--- src/rtl/data_reg_bank.sv ---
// Per-core data-register bank: NCH channel registers with write/inc/clear,
// a registered lowest-index-wins bus read port and a one-shot memory fill engine.

module data_reg_lane #(
  parameter int WIDTH = 16
) (
  input  logic             clk,
  input  logic             rst_n,
  input  logic             wr,
  input  logic             inc,
  input  logic             clr,
  input  logic             fill_we,
  input  logic [WIDTH-1:0] bin,
  input  logic [WIDTH-1:0] fill_data,
  output logic [WIDTH-1:0] q,
  output logic             ovf
);

  always_ff @(posedge clk or negedge rst_n) begin
    if (!rst_n) begin
      q   <= '0;
      ovf <= 1'b0;
    end else if (clr) begin
      q   <= '0;
      ovf <= 1'b0;
    end else if (wr) begin
      q   <= bin;
      ovf <= 1'b0;
    end else if (fill_we) begin
      q   <= fill_data;
      ovf <= 1'b0;
    end else if (inc) begin
      q <= q + WIDTH'(1);
      if (&q) ovf <= 1'b1;
    end
  end

endmodule

module data_reg_bank #(
  parameter int WIDTH = 16,
  parameter int NCH   = 4
) (
  input  logic             clk,
  input  logic             rst_n,
  input  logic [WIDTH-1:0] bin,
  input  logic [NCH-1:0]   wr,
  input  logic [NCH-1:0]   inc,
  input  logic [NCH-1:0]   clr,
  input  logic [NCH-1:0]   ldbus,
  output logic [WIDTH-1:0] bout,
  output logic             bout_oe,
  output logic             bus_conflict,
  output logic [NCH-1:0]   ovf,
  input  logic             fill_start,
  input  logic [2:0]       fill_ch,
  output logic             mem_req,
  input  logic             mem_ack,
  input  logic [WIDTH-1:0] mem_data,
  output logic             fill_busy
);

  typedef enum logic [1:0] {S_IDLE, S_REQ, S_WRITE} fill_st_t;

  localparam logic [3:0] NCH_W = 4'(NCH);

  fill_st_t                    state;
  logic [2:0]                  fill_sel;
  logic [WIDTH-1:0]            fill_data;
  logic [NCH-1:0]              fill_we;
  logic [NCH-1:0][WIDTH-1:0]   q;
  logic [WIDTH-1:0]            sel_d;
  logic                        sel_v;
  logic                        ch_ok;

  for (genvar i = 0; i < NCH; i++) begin : g_lane
    assign fill_we[i] = (state == S_WRITE) && (fill_sel == 3'(i));
    data_reg_lane #(.WIDTH(WIDTH)) u_lane (
      .clk       (clk),
      .rst_n     (rst_n),
      .wr        (wr[i]),
      .inc       (inc[i]),
      .clr       (clr[i]),
      .fill_we   (fill_we[i]),
      .bin       (bin),
      .fill_data (fill_data),
      .q         (q[i]),
      .ovf       (ovf[i])
    );
  end

  // Scan from the top so the lowest requesting index is the last assignment.
  always_comb begin
    sel_d = '0;
    sel_v = 1'b0;
    for (int i = NCH - 1; i >= 0; i--) begin
      if (ldbus[i]) begin
        sel_v = 1'b1;
        sel_d = q[i];
      end
    end
  end

  always_ff @(posedge clk or negedge rst_n) begin
    if (!rst_n) begin
      bout         <= '0;
      bout_oe      <= 1'b0;
      bus_conflict <= 1'b0;
    end else begin
      bout         <= sel_d;
      bout_oe      <= sel_v;
      bus_conflict <= |(ldbus & (ldbus - NCH'(1)));
    end
  end

  assign ch_ok = ({1'b0, fill_ch} < NCH_W);

  always_ff @(posedge clk or negedge rst_n) begin
    if (!rst_n) begin
      state     <= S_IDLE;
      fill_sel  <= '0;
      fill_data <= '0;
      mem_req   <= 1'b0;
      fill_busy <= 1'b0;
    end else begin
      case (state)
        S_IDLE: if (fill_start && ch_ok) begin
          state     <= S_REQ;
          fill_sel  <= fill_ch;
          mem_req   <= 1'b1;
          fill_busy <= 1'b1;
        end
        S_REQ: if (mem_ack) begin
          state     <= S_WRITE;
          fill_data <= mem_data;
          mem_req   <= 1'b0;
        end
        S_WRITE: begin
          state     <= S_IDLE;
          fill_busy <= 1'b0;
        end
        default: begin
          state     <= S_IDLE;
          mem_req   <= 1'b0;
          fill_busy <= 1'b0;
        end
      endcase
    end
  end

endmodule

--- config.mk ---
export PLATFORM = sky130hd
export DESIGN_NAME = data_reg_bank
export DESIGN_NICKNAME = d
export VERILOG_FILES = /design/src/rtl/data_reg_bank.sv
export SDC_FILE = /design/constraint.sdc
export NUM_CORES = 1
export LEC_CHECK = 0
export ABC_CLOCK_PERIOD_IN_PS = 2100
export CAP_MARGIN = 20
export CORE_MARGIN = 2
export CORE_UTILIZATION = 50
export CTS_BUF_LIST = sky130_fd_sc_hd__clkbuf_16
export DETAILED_ROUTE_END_ITERATION = 8
export PLACE_DENSITY = 0.79
export SLEW_MARGIN = 10
export SYNTH_ARGS = -nofsm -noshare
export SYNTH_HDL_FRONTEND = slang
export SYNTH_HIERARCHICAL = 1
export SYNTH_SLANG_ARGS = --single-unit
export TNS_END_PERCENT = 1
--- constraint.sdc ---
create_clock -name clk -period 2.1 [get_ports clk]
set_input_delay 0.42 -clock clk [delete_from_list [all_inputs] [get_ports clk]]
set_output_delay 0.42 -clock clk [all_outputs]
set_load 0.01 [all_outputs]
==> run metrics, run 1 <==
Tot Pwr=5.99 mW; Max-slew headroom=65.7%; DR DRC count=0; hold crit path type=input pin to async pin; drt total wl=24200 um; Worst Setup End Kind=flop; Final Net Count=960; area leader, netlist=dfrtp_1; met3 wire len=3220 um; initial antenna violation count=0; GP Congestion=1.03; H-tree levels=3; Vias=7236; CTS tree=built; crit path cell chain=nor3b_4 -> nor3b_2 -> buf_4 -> nor4_4 -> buf_4 -> nor3_1 -> o2111ai_1 -> nand3_1; mapped cell area=7150 um^2; CP max stage delay=0.43 ns; launching point of the worst reg2reg path=state[0]; Core Rows=43; dominant synthesized flop cell=dfrtp_1; initial DRC count=1033; max-cap violations=0; compound-cell area share of the yosys netlist=23.4%; Worst Path Max Fanout=11; Hold Violations, Final=0; Worst EP arrival=2.25 ns; die height=124 um; wire length on met1=9590 um; final clock skew=0.00776 ns; grt total ovfl=0; Reg clk slew, reported paths=0.07 ns; beginning of the critical path=state[0]; Finish-stage setup viols=0; vias per inst=6.66; Core Util, Final=63.5%; Setup TNS Final=0 ns; Tightest Pin Transition=0.514 ns; crit-path most repeated cell=buf_4; status=completed; Worst Setup EP=g_lane[0].u_lane/q[8]; Synth area leaders=dfrtp_1 (38%), mux2i_1 (5.6%), nand2_1 (4.1%); clock sink count=109; clock latency at the later pin of the worst-skew pair=0.36 ns; net count of the mapped netlist=840; Final Max Slew Viols=0; Leakage Power=3.60 nW; Simple-Gate Fraction of Synth Area=22.0%; PortBufs=78; GR Util All Layers=33.0%; slowest CP cell=dfrtp_1; flops & latches, synth=109; synthesized instance count=781; largest net degree at the start of global routing=37; Reg2Reg Setup Slack=0.14 ns; R2R Path End=g_lane[0].u_lane/q[8]; fmax=0.510 GHz; Sw Pwr=2.10 mW; placed insts=1070; Pre-Repair DR Iteration Count=6; share of power burned in the clock network=27.3%; Initial Util=51.3%; die width=124 um; main combinational cell family by area after synthesis=compound AO/OA/AOI/OAI gates; Reg power frac=49.6%; average cell area after synthesis=9.16 um^2; Max IR drop VDD=0.606 mV; combinational power share=23.1%; crit start category=flop; period utilization=93.3%; Core Region=13900 um^2; Setup Crit Path Kind=flop to flop; met2 routed WL=9990 um; Yosys cell types=54; mux contribution to synthesized area=8.90%; fin crit period=1.96 ns; fin cells=1086; share of layout cells above drive strength 1=15.2%; drt wl/cell=22.3 um; first-pass GRT wire length=37700 um; Ys Warns=6; n_diodes=0; vias in the first global route=6764; clk buf depth=2; HPWL Detailed=17700 um; WP data required=2.39 ns; I/O Pins=79; FFs w/ async S/R, synth=100%; TritonCTS Buffers=9; clock root buffer master=clkbuf_16; Post-DRT Antenna Nets=0; xor and xnor area share after synthesis=1.96%; top cell type's share of synthesized area=38.1%; internal power=3.89 mW; sequential-to-total area share from yosys stat=38.1%; power per cell area=677 nW/um^2; Top Metal Used=met4; number of synthesized flops with an enable pin=0; Final Cell Area=8850 um^2; RSZ-0062 raised after global routing=no; total die area=15300 um^2; area of placed instances=8560 um^2; synth-to-layout area growth=23.7%; sw frac=35.0%; worst r2r path cells=8; Synth Area in Adders=0.700%
[metrics by stage]
stage	hold WS (ns)	setup slack, ns
2_1_floorplan	0.124	0.0491
3_3_place_gp	0.416	0.0376
3_5_place_dp	0.416	0.00334
4_1_cts	0.0360	0.0983
5_1_grt	0.0590	0.0115
6_report	0.0311	0.140
[cell families after synthesis]
family	after synthesis
AOI/OAI and AO/OA	233
buffers and inverters	79
xor gates and xnor gates	16
DFF	109
and+or+nand+nor	282
muxes	58
adders and majority gates	4
[metal layers]
metal | global-route usage, % | vias to the layer above
met3 | 7.51 | 94
met2 | 47.3 | 538
li1 | - | 3219
met5 | 0 | -
met4 | 17.3 | 0
met1 | 46.7 | 3385
[Yosys cell counts, drive strengths merged, types with 9 or more instances]
library cell	number
mux2i	40
o21ai	13
nor4	20
nand3	29
inv	32
nor2	33
a22oi	35
nand2b	9
dfrtp	109
a22o	20
o22ai	15
clkbuf	12
buf	35
nor3b	18
nor3	48
a21oi	51
o211ai	20
nand2	79
o2bb2ai	9
nand4	16
mux2	18
nand3b	9
[sequential cells by signal, summed over array words and instances, names as in the netlist]
| name | cells |
|---|---|
| mem_req | 1 |
| g_lane.u_lane/q | 64 |
| fill_sel | 3 |
| bout_oe | 1 |
| fill_busy | 1 |
| state | 2 |
| fill_data | 16 |
| bout | 16 |
| g_lane.u_lane/ovf | 4 |
| bus_conflict | 1 |
[how the worst min path moves through the flow]
stage / from / to / slack [ns]
2_1_floorplan: rst_n / bout[0] / 0.12
3_3_place_gp: rst_n / g_lane[2].u_lane/q[13] / 0.42
3_5_place_dp: rst_n / g_lane[2].u_lane/q[13] / 0.42
4_1_cts: rst_n / g_lane[2].u_lane/ovf / 0.04
5_1_grt: rst_n / g_lane[2].u_lane/ovf / 0.06
6_report: rst_n / g_lane[2].u_lane/ovf / 0.03
[power by group through the flow]
| stage | logic [mW] | clock network (mW) | registers, mW |
|---|---|---|---|
| after floorplan | 0.759 | 0 | 2.70 |
| after global placement | 1.33 | 0 | 2.95 |
| after detailed placement | 1.36 | 0 | 2.96 |
| after CTS | 1.37 | 1.63 | 2.92 |
| after global routing | 1.50 | 1.70 | 2.97 |
| final | 1.39 | 1.63 | 2.97 |
[final cells by class]
type | instances | area [um^2]
Clock inverter | 7 | 45.0
Tap cell | 180 | 225
Sequential cell | 109 | 2730
Fill cell | 1163 | 5080
Clock buffer | 9 | 225
Timing Repair Buffer | 156 | 1400
Multi-Input combinational cell | 593 | 4110
Inverter | 32 | 120
[critical path, delay by kind of cell, from the launching register on]
kind | cells | cell delay, ns
buffers and inverters | 2 | 0.38
AOI/OAI and AO/OA | 1 | 0.16
and+or+nand+nor | 5 | 0.94
DFF | 1 | 0.43
[cells in the final DEF, fill, tap and decap left out, types with 12 or more instances in the layout]
cell and count:
a21oi_1 51, a22o_1 20, a22oi_1 35, buf_4 76, clkdlybuf4s50_1 77, dfrtp_1 109, inv_1 34, mux2i_1 40
nand2_1 79, nand3_1 28, nand4_1 12, nor2_1 29, nor3_1 48, nor3b_1 16, nor4_1 12, o211ai_1 20
o21ai_0 13, o22ai_1 15
[timing repair]
action	CTS	global route
endpoints found under the setup margin	2	7
endpoints found under the hold margin	0	0
cloned	0	0
buffers inserted	0	0
hold buffers	0	0
resized for setup	1	4
(Power assumes the default switching activity.)
==> run 2, diff against run 1 <==
- CORE_MARGIN: 2 -> 3
- DONT_BUFFER_PORTS: default -> 1
- PLACE_DENSITY: 0.79 -> 0.72
==> run metrics, run 2 (synthesis gave the netlist of run 1 again) <==
Worst Path Max Fanout=14; largest registers=g_lane.u_lane/q x64, bout x16, fill_data x16; Hold Violations, Final=109; power per cell area=732 nW/um^2; Reg area=2730 um^2; Core Util, Final=56.1%; drt total wl=24900 um; period utilization=96.3%; multi-input logic area=4110 um^2; die width=126 um; first-pass GRT wire length=38500 um; PortBufs=0; commonest non-fill, non-tap cell in the layout=dfrtp_1; H-tree levels=3; clock sink count=109; RSZ-0062 raised after global routing=yes; slowest CP cell=dfrtp_1; total die area=15800 um^2; GP Congestion=0.950; Tightest Pin Transition=0.636 ns; clock root buffer master=clkbuf_16; setup ws final=0.0768 ns; Final Max Slew Viols=0; I/O Pins=79; vias per inst=7.08; share of layout cells above drive strength 1=12.9%; Vias=6872; Fin Hold WS=-0.262 ns; area of placed instances=7480 um^2; Core Region=13900 um^2; crit-path most repeated cell=buf_4; hold crit path type=input pin to async pin; crit path cell chain=nor3b_2 -> buf_4 -> nand2_1 -> nor2_1 -> buf_4 -> or2_2 -> buf_4 -> nor3_1 -> mux2i_1 -> o211ai_1; Max IR drop VDD=0.723 mV; final clock skew=0.00905 ns; Initial Util=51.3%; HPWL Detailed=17400 um; Tot Pwr=5.73 mW; TritonCTS Buffers=9; Setup Crit Path Kind=flop to flop; initial antenna violation count=0; fmax=0.494 GHz; fin crit period=2.02 ns; Post-DRT Antenna Nets=0; Leakage Power=3.13 nW; Final Cell Area=7820 um^2; initial DRC count=1100; n_diodes=0; grt total ovfl=0; vias in the first global route=6766; Worst EP arrival=2.31 ns; drt wl/cell=25.6 um; Finish-stage setup viols=0; Worst Setup End Kind=flop; Max-slew headroom=57.6%; max FFs per register=64; Pre-Repair DR Iteration Count=8; Reg clk slew, reported paths=0.08 ns; status=finished with violations; CTS tree=built; die height=126 um; synth-to-layout area growth=9.38%; clk buf depth=2; CP max stage delay=0.37 ns; max-cap violations=0; crit start category=flop; largest net degree at the start of global routing=110; violated checks=negative hold slack; Final Net Count=845; GR Util All Layers=31.4%; most frequent cells in the layout=dfrtp_1 (109), nand2_1 (79), a21oi_1 (51), nor3_1 (47), mux2i_1 (40); WP data required=2.38 ns; DR DRC count=0; worst slack, placed=0.0593 ns; most flop-heavy register=g_lane.u_lane/q; Core Rows=43; clock latency at the later pin of the worst-skew pair=0.37 ns; Fillers=1208
[run 2: final timing paths]
kind / start / to / slack (ns) / cells past startpoint
setup / recovery: state[1] / g_lane[1].u_lane/q[12] / 0.08 / 10
max in group asynchronous: rst_n / g_lane[3].u_lane/q[2] / 2.09 / 0
setup reg to reg: state[1] / g_lane[1].u_lane/q[12] / 0.08 / 10
hold reg to reg: fill_sel[2] / fill_sel[2] / 0.56 / 1
hold / removal: rst_n / g_lane[2].u_lane/q[10] / -0.26 / 0
min in group clk: clr[1] / g_lane[1].u_lane/q[4] / 0.11 / 1
[run 2: per-stage QoR]
step | setup TNS (ns) | instances
after floorplan | 0 | 781
after global placement | 0 | 952
after detailed placement | 0 | 952
after CTS | 0 | 968
after global routing | -0.0469 | 971
final | 0 | 971
[run 2: metal layers]
layer,global-route usage [%],share of wire (%)
met1,42.5,39
met2,44.9,42
met3,9.88,12
met4,16.8,5.9
met5,0,0
[run 2: timing repair]
action,4_1_cts,5_1_grt
endpoints found under the setup margin,0,26
gates resized for setup,0,7
hold endpoints to repair,109,109
buffers inserted,0,3
[run 2: cell type report]
class	count	area share [%]
well taps	180	2.88
repair buffers	41	4.46
inverters	32	1.54
clock inverters	7	0.848
multi-input cells	593	52.5
flip-flops and latches	109	34.9
clock buffers	9	2.88
[run 2: worst max-delay path: cells and delay by family, from the launching register on]
| family | cells | cell delay (ns) |
|---|---|---|
| simple gates | 5 | 0.86 |
| buf+inv | 3 | 0.51 |
| flops | 1 | 0.37 |
| mux | 1 | 0.11 |
| compound gates | 1 | 0.11 |
[run 2: report_power, final]
part           leakage (nW)  internal, mW  total (mW)  switching, mW
sequential             1.39          2.37        3.05          0.681
clock                 0.141         0.920        1.75          0.830
combinational          1.60         0.511       0.928          0.417
